<file path="src/rtl/pe_ingress_source.sv">
`default_nettype none

// ============================================================================
//  Package     : pe_types
//  Description : Shared packet type for the PE mesh port protocol.
//  Revision    : 1.0 - initial release
// ============================================================================
package pe_types;
    typedef logic [31:0] packet_t;
endpackage

// ============================================================================
//  Module      : pe_ingress_source
//  Description : Transmit end of a PE mesh ingress port. Packets written by a
//                host/edge agent over a valid/ready interface are buffered in
//                a DEPTH-entry circular FIFO and presented to the mesh as a
//                show-ahead queue (empty / rdata / deq). Tracks occupancy,
//                the number of packets popped, and a sticky error for pops
//                attempted while the queue is empty.
//
//  Ports:
//    clk           in   clock
//    rst           in   asynchronous, active-low reset
//    wr_valid      in   host presents a packet on wr_data
//    wr_ready      out  FIFO accepts a packet this cycle
//    wr_data       in   packet to enqueue
//    flush         in   synchronous clear of all queued packets
//    egress_empty  out  no packet available to the mesh
//    egress_rdata  out  head packet (0 while empty)
//    egress_deq    in   mesh pops the head packet this cycle
//    occupancy     out  entries currently held
//    sent_count    out  packets popped since reset (wraps)
//    deq_err       out  sticky: pop seen while empty
//
//  Revision    : 1.0 - initial release
// ============================================================================
module pe_ingress_source #(
    parameter int DEPTH = 4,
    parameter int CNT_W = 16
) (
    input  logic                     clk,
    input  logic                     rst,
    input  logic                     wr_valid,
    output logic                     wr_ready,
    input  pe_types::packet_t        wr_data,
    input  logic                     flush,
    output logic                     egress_empty,
    output pe_types::packet_t        egress_rdata,
    input  logic                     egress_deq,
    output logic [$clog2(DEPTH):0]   occupancy,
    output logic [CNT_W-1:0]         sent_count,
    output logic                     deq_err
);

    localparam int                 c_PTR_W     = $clog2(DEPTH);
    localparam logic [c_PTR_W:0]   c_DEPTH_CNT = (c_PTR_W + 1)'(DEPTH);

    pe_types::packet_t     r_mem [DEPTH];
    logic [c_PTR_W-1:0]    r_wr_ptr;
    logic [c_PTR_W-1:0]    r_rd_ptr;
    logic [c_PTR_W:0]      r_count;
    logic [c_PTR_W:0]      w_count_next;
    logic [CNT_W-1:0]      r_sent_count;
    logic                  r_deq_err;

    logic                  w_push;
    logic                  w_pop;
    logic                  w_empty;
    logic                  w_deq_err_set;

    // Full FIFO never accepts, even with a pop in the same cycle: the pop
    // frees its slot only after the edge.
    assign wr_ready      = (r_count < c_DEPTH_CNT) && !flush;
    assign w_empty       = (r_count == '0);
    assign w_push        = wr_valid && wr_ready;
    // Flush wins over pop: a pop in the flush cycle is neither counted nor
    // treated as an error.
    assign w_pop         = egress_deq && !w_empty && !flush;
    assign w_deq_err_set = egress_deq && w_empty && !flush;

    always_comb begin
        w_count_next = r_count;
        unique case ({w_push, w_pop})
            2'b10:   w_count_next = r_count + 1'b1;
            2'b01:   w_count_next = r_count - 1'b1;
            default: w_count_next = r_count;
        endcase
    end

    // Pointer / count state. Pointer widths equal log2(DEPTH), so the
    // increment wraps from DEPTH-1 to 0 on its own.
    always_ff @(posedge clk or negedge rst) begin
        if (!rst) begin
            r_wr_ptr <= '0;
            r_rd_ptr <= '0;
            r_count  <= '0;
        end else if (flush) begin
            r_wr_ptr <= '0;
            r_rd_ptr <= '0;
            r_count  <= '0;
        end else begin
            if (w_push) begin
                r_wr_ptr <= r_wr_ptr + 1'b1;
            end
            if (w_pop) begin
                r_rd_ptr <= r_rd_ptr + 1'b1;
            end
            r_count <= w_count_next;
        end
    end

    // Statistics survive flush; only reset clears them.
    always_ff @(posedge clk or negedge rst) begin
        if (!rst) begin
            r_sent_count <= '0;
            r_deq_err    <= 1'b0;
        end else begin
            if (w_pop) begin
                r_sent_count <= r_sent_count + 1'b1;
            end
            if (w_deq_err_set) begin
                r_deq_err <= 1'b1;
            end
        end
    end

    // Storage is not reset; the read mux below masks stale contents.
    always_ff @(posedge clk) begin
        if (w_push) begin
            r_mem[r_wr_ptr] <= wr_data;
        end
    end

    assign egress_empty = w_empty;
    assign egress_rdata = w_empty ? '0 : r_mem[r_rd_ptr];
    assign occupancy    = r_count;
    assign sent_count   = r_sent_count;
    assign deq_err      = r_deq_err;

endmodule

`default_nettype wire

</file>
<file path="config.mk">
export PLATFORM = sky130hd
export DESIGN_NAME = pe_ingress_source
export DESIGN_NICKNAME = d
export VERILOG_FILES = /design/src/rtl/pe_ingress_source.sv
export SDC_FILE = /design/constraint.sdc
export NUM_CORES = 1
export LEC_CHECK = 0
export BUFFER_PORTS_ARGS = -buffer_cell sky130_fd_sc_hd__clkbuf_2
export CORE_MARGIN = 3
export CORE_UTILIZATION = 45
export CTS_CLUSTER_DIAMETER = 50
export DETAILED_ROUTE_END_ITERATION = 6
export PLACE_DENSITY = 0.68
export SLEW_MARGIN = 20
export SYNTH_ARGS = -nofsm -noshare
export SYNTH_HDL_FRONTEND = slang
export SYNTH_SLANG_ARGS = --single-unit
</file>
<file path="constraint.sdc">
create_clock -name clk -period 1.97 [get_ports clk]
set_input_delay 0.4925 -clock clk [delete_from_list [all_inputs] [get_ports clk]]
set_output_delay 0.4925 -clock clk [all_outputs]
set_load 0.01 [all_outputs]
</file>
# Yosys cells after proc, flatten, opt, wreduce, memory -nomap -nowiden
# Memories as Yosys holds them, arrays and structs flattened.
# Index checks and enable logic that the tools add are counted.
# word_totals
input_bits	37
regBits	24
ramBits	128
elab_cells	35
output_inout_bits	54
mem_count	1
# mem_list
name	depth	word_bits	rd	rd_ports_with_merged_regs	wr	line_no	rtl
r_mem	4	32	1	0	1	58	pe_types::packet_t r_mem [DEPTH];
# op_classes
n_eq_ne	2
reduce_logical	12
n_mux	9
n_lt_le_gt_ge	1
addsub	5
# ops
cell	n
$mux 32	1
$add 16x1->16 const B	1
$mux 2	4
$logic_and 1x1->1	6
$pmux 3 s2	1
$add 2x1->2 const B	2
$reduce_bool 2->1	2
$add 3x1->3 const B	1
$logic_not 3->1	1
$lt 3x3->1 const B	1
$mux 3	1
$reduce_bool 3->1	1
$sub 3x1->3 const B	1
$eq 2x1->1 const B	1
$eq 2x2->1 const B	1
$logic_not 1->1	2
$mux 1	2

# Longest topological paths before layout
# logic_depth
depth_word	7
depth_mapped	9
mapped_depth_nobuf	8

# Worst setup path before layout
# Ideal clock, no wire load.
# synth_timing
kind	flip-flop to flip-flop
startpoint	register r_count[1], in the netlist occupancy[1]
endpoint	register r_count[2], in the netlist occupancy[2]
t_required_ps	1890
path_stages_with_launch	10
synth_period_minus_slack_ps	2157
path_buffers	1
path_slack_ps	-187
t_arrival_ps	2077
setup_ps	80
path_cell_list	dfrtp_1 -> nor3_2 -> buf_6 -> nor3b_4 -> and2b_1 -> fa_1 -> nand2b_1 -> nor4_1 -> a21oi_1 -> a21oi_1
# synth_via
elab_chain_cells	7
word_cells_on_any_way	14
classes_between	add/sub (2); order compare (1); eq/ne (2); mux (2); reduce/logical (7)
# synth_rtl
element	line_no	rtl
start, declared	61	logic [c_PTR_W:0] r_count;
start signal, assigned	108	r_count <= w_count_next;
branches (longest 7 deep; another with $lt 3x3->1)	--	
# Several ways; the timed one is not identified.
# A chain may end at the register's enable or synchronous reset.

# Worst setup path in the final report
# layout_timing
startpoint	register r_rd_ptr[0]
endpoint	output port egress_rdata[8]
# layout_via
elab_chain_cells	2
# layout_rtl
element	line_no	rtl
start, declared	60	logic [c_PTR_W-1:0] r_rd_ptr;
start signal, assigned	106	r_rd_ptr <= r_rd_ptr + 1'b1;
$mem_v2 4x32	--	
$mux 32	135	assign egress_rdata = w_empty ? '0 : r_mem[r_rd_ptr];
end, declared	48	output pe_types::packet_t egress_rdata,
# Every way passes these cells.

==> impl_metrics.csv <==
group,metric,value,unit
detailed_routing,vias_per_cell,5.20,
clock_network,ctsLongestPathBuffers,2,
floorplanning,die_x,122,µm
worst_setup_path,critPathRequiredTime,1.48,ns
timing,fin_ws,-0.390,ns
clock_network,clock_latency,0.41,ns
floorplanning,num_rows,41,
detailed_routing,vias,3273,
worst_setup_path,crit_path_max_incr_delay,0.51,ns
pwr,p_int,7160,µW
pwr,combPwrFrac,26.3,%
timing,drv_slew,0,
timing,worst_pin_slew,0.637,ns
flow_run,maxCapViolations,0,
worst_setup_path,ff2ff_path_depth,10,
global_route,first_global_vias,3452,
floorplanning,dieHeight,122,µm
synth,synth_top_area_share,63.2,%
layout,stdcell_area,8030,µm²
worst_setup_path,path_cells,"buf_12 > clkbuf_16 > mux4_2 > nor2b_4 > buf_6",
timing,period_share,120,%
synth,synth_top_cell_by_area,"edfxtp_1",
detailed_routing,drt_iter0_markers,201,
worst_setup_path,crit_type,"reg -> out",
worst_setup_path,r2r_start,"occupancy[2]$_DFFE_PN0P_",
timing,hold_violations,0,
pwr,seqPwrFrac,39.3,%
floorplanning,pin_count,91,
pwr,peakVddDrop,790,µV
outcome,violations,"negative setup slack",
timing,finClkSkew,0.00687,ns
placed_design,dp_slack,-0.0543,ns
placed_design,placed_cell_area,6970,µm²
synth,synth-edff-count,128,
synth,synthFlopType,"edfxtp_1",
worst_setup_path,path_buf_inv,3,
floorplanning,start_util,47.1,%
layout,n_antenna_cell,0,
synth,syn-mean-instance-area,19.5,µm²
synth,yosysSeqAreaShare,73.0,%
timing,slew_headroom,57.5,%
pwr,power.density,1200,nW/µm²
placed_design,gp_congestion,0.779,
worst_setup_path,endpoint_kind,"output port",
synth,ys_async_sr_fraction,15.8,%
detailed_routing,wl_per_cell,19.4,µm
detailed_routing,ant_nets,0,
global_route,grt_use_total,17.1,%
detailed_routing,wl,12.3,mm
synth,ys_top_cells_by_count,"edfxtp_1 (128), mux4_2 (32), nor2b_1 (32)",
worst_setup_path,crit_path_top_delay_cell,"mux4_2",
floorplanning,coreArea,12900,µm²
global_route,overflow,0,
layout,nNetsFinal,488,
layout,area_growth,31.9,%
placed_design,hpwlAfterDp,7.09,mm
timing,fmax,0.424,GHz
synth,synth_area_leaders,"edfxtp_1 (63%), mux4_2 (12%), dfrtp_1 (9.9%)",
pwr,power_switching,2480,µW
detailed_routing,drcViolationCount,0,
pwr,swShare,25.7,%
detailed_routing,drtPass1Iterations,4,
timing,period_needed,2.36,ns
pwr,clockPowerShare,34.5,%
synth,yosysMostFrequentCell,"edfxtp_1",
worst_setup_path,worstPathMaxFanout,7,
worst_setup_path,path_delay_family,"multiplexers",
synth,mappedNetlistNets,355,
synth,synthCells,312,
global_route,grt_pass1_wl,18.7,mm
synth,synth-seq-cells,152,
clock_network,htreeDepth,4,
global_route,antenna_found_initial,1,
worst_setup_path,arrival,1.87,ns
worst_setup_path,start_kind,"register",
timing,setup_viol,33,
synth,ys_warn_count,0,
synth,syn_area,6090,µm²
worst_setup_path,reg2reg_to,"occupancy[2]$_DFFE_PN0P_",
floorplanning,dieArea,15000,µm²
layout,fin_util,62.1,%
clock_network,numClockSinks,152,
pwr,cellLeakagePower,0.00302,µW
timing,rsz0062_at_grt,"true",
clock_network,numCtsBuffers,17,
clock_network,path_clk_slew,0.06,ns
global_route,grt_max_degree,35,
outcome,status,"finished with violations",
placed_design,portBuffers,90,
synth,synth_cell_types,40,
layout,fillers,932,
clock_network,tritoncts,"done",
min_path,hold_path_class,"in -> async",
clock_network,cts_root_buf,"clkbuf_16",
worst_setup_path,rrSetupSlack,-0.01,ns
clock_network,cts_hold_buf,0,
layout,drive_gt1_share,48.5,%
per-layer routing:
layer  track usage (%)  wire [µm]  up-vias
met5                 0         11        -
met4              5.53        110        2
met3              5.85        686       10
met1              21.9       5270     1689
li1                  -          -     1485
met2              27.8       6170       87
layout by cell type, fill, tap and decap left out, types with 2 or more instances in the layout:
cell	synthesis	routed
edfxtp_1	128	128
clkbuf_2	0	78
mux4_2	32	32
clkbuf_16	0	20
dfrtp_1	24	20
nor2b_1	32	19
xnor2_1	15	15
buf_4	4	15
buf_6	1	14
buf_12	0	14
nor2b_4	0	11
nor2_1	7	7
nand2_1	7	7
nand3_1	5	5
ha_1	5	5
and2_2	3	4
nand4_1	4	4
and3_1	4	4
bufinv_16	0	4
clkinv_2	0	4
dfrtp_2	0	4
inv_1	3	3
nor3_4	2	3
xor2_1	3	3
a21oi_1	3	3
clkbuf_1	4	3
and2b_1	2	2
nor2b_2	0	2
o21ai_0	2	2
clkinv_4	0	2
power by group through the flow:
stage / combinational, µW / clock, µW / sequential (µW)
6_report: 2530 / 3320 / 3790
5_1_grt: 2730 / 3510 / 3810
4_1_cts: 2110 / 3370 / 3790
3_5_place_dp: 1760 / 0 / 3860
3_3_place_gp: 1750 / 0 / 3850
2_1_floorplan: 1060 / 0 / 3870
registers in the layout, indices dropped and copies added, names as in the netlist:
signal      cells
deq_err         1
occupancy       3
r_mem         128
r_rd_ptr        2
r_wr_ptr        2
sent_count     16
how the worst max path moves through the flow:
stage                                  start                        to  slack (ns)  cells after the start
finish               r_rd_ptr[0]$_DFFE_PN0P_           egress_rdata[8]       -0.39                      5
floorplan           occupancy[2]$_DFFE_PN0P_  occupancy[2]$_DFFE_PN0P_       -0.10                      9
CTS                  r_rd_ptr[0]$_DFFE_PN0P_           egress_rdata[3]       -0.40                      4
global route         r_rd_ptr[0]$_DFFE_PN0P_           egress_rdata[8]       -0.45                      5
global placement                       flush  occupancy[2]$_DFFE_PN0P_      -0.008                      8
detailed placement                     flush  occupancy[2]$_DFFE_PN0P_       -0.05                      8
cells by family (layout without fill, tap and decap cells):
| kind of cell | Yosys count | after routing | share of synthesized area (%) |
|---|---|---|---|
| compound gates | 8 | 8 | 0.884 |
| xor+xnor | 18 | 18 | 2.59 |
| fa+ha+maj | 6 | 6 | 1.36 |
| buf+inv | 17 | 163 | 1.48 |
| flops | 152 | 152 | 73.0 |
| mux | 34 | 34 | 12.2 |
| simple gates | 77 | 77 | 8.47 |
what timing repair did:
| action | 4_1_cts | 5_1_grt |
|---|---|---|
| endpoints found under the setup margin | 33 | 34 |
| resized for setup | 7 | 59 |
| buffers inserted | 6 | 5 |
| pin swaps | 1 | 2 |
| gates cloned | 2 | 4 |
through the flow:
step | total power [µW] | TNS, ns | std cells | hold slack, ns
3_3_place_gp | 5600 | -0.00796 | 583 | 0.447
3_5_place_dp | 5620 | -0.0543 | 583 | 0.470
6_report | 9640 | -11.64 | 630 | 0.0935
5_1_grt | 10100 | -13.82 | 630 | 0.139
2_1_floorplan | 4930 | -0.103 | 312 | 0.197
4_1_cts | 9280 | -11.98 | 623 | 0.102
cell type report:
class / count / area (µm²) / area share (%)
sequential: 152 / 4450 / 55.4
multi-input combinational: 143 / 1670 / 20.8
timing repair buffer: 127 / 1060 / 13.3
clock buffer: 20 / 437 / 5.44
tap: 172 / 215 / 2.68
clock inverter: 12 / 174 / 2.17
inverter: 4 / 15.0 / 0.187
Note: power is estimated with default switching activity, not from simulation.
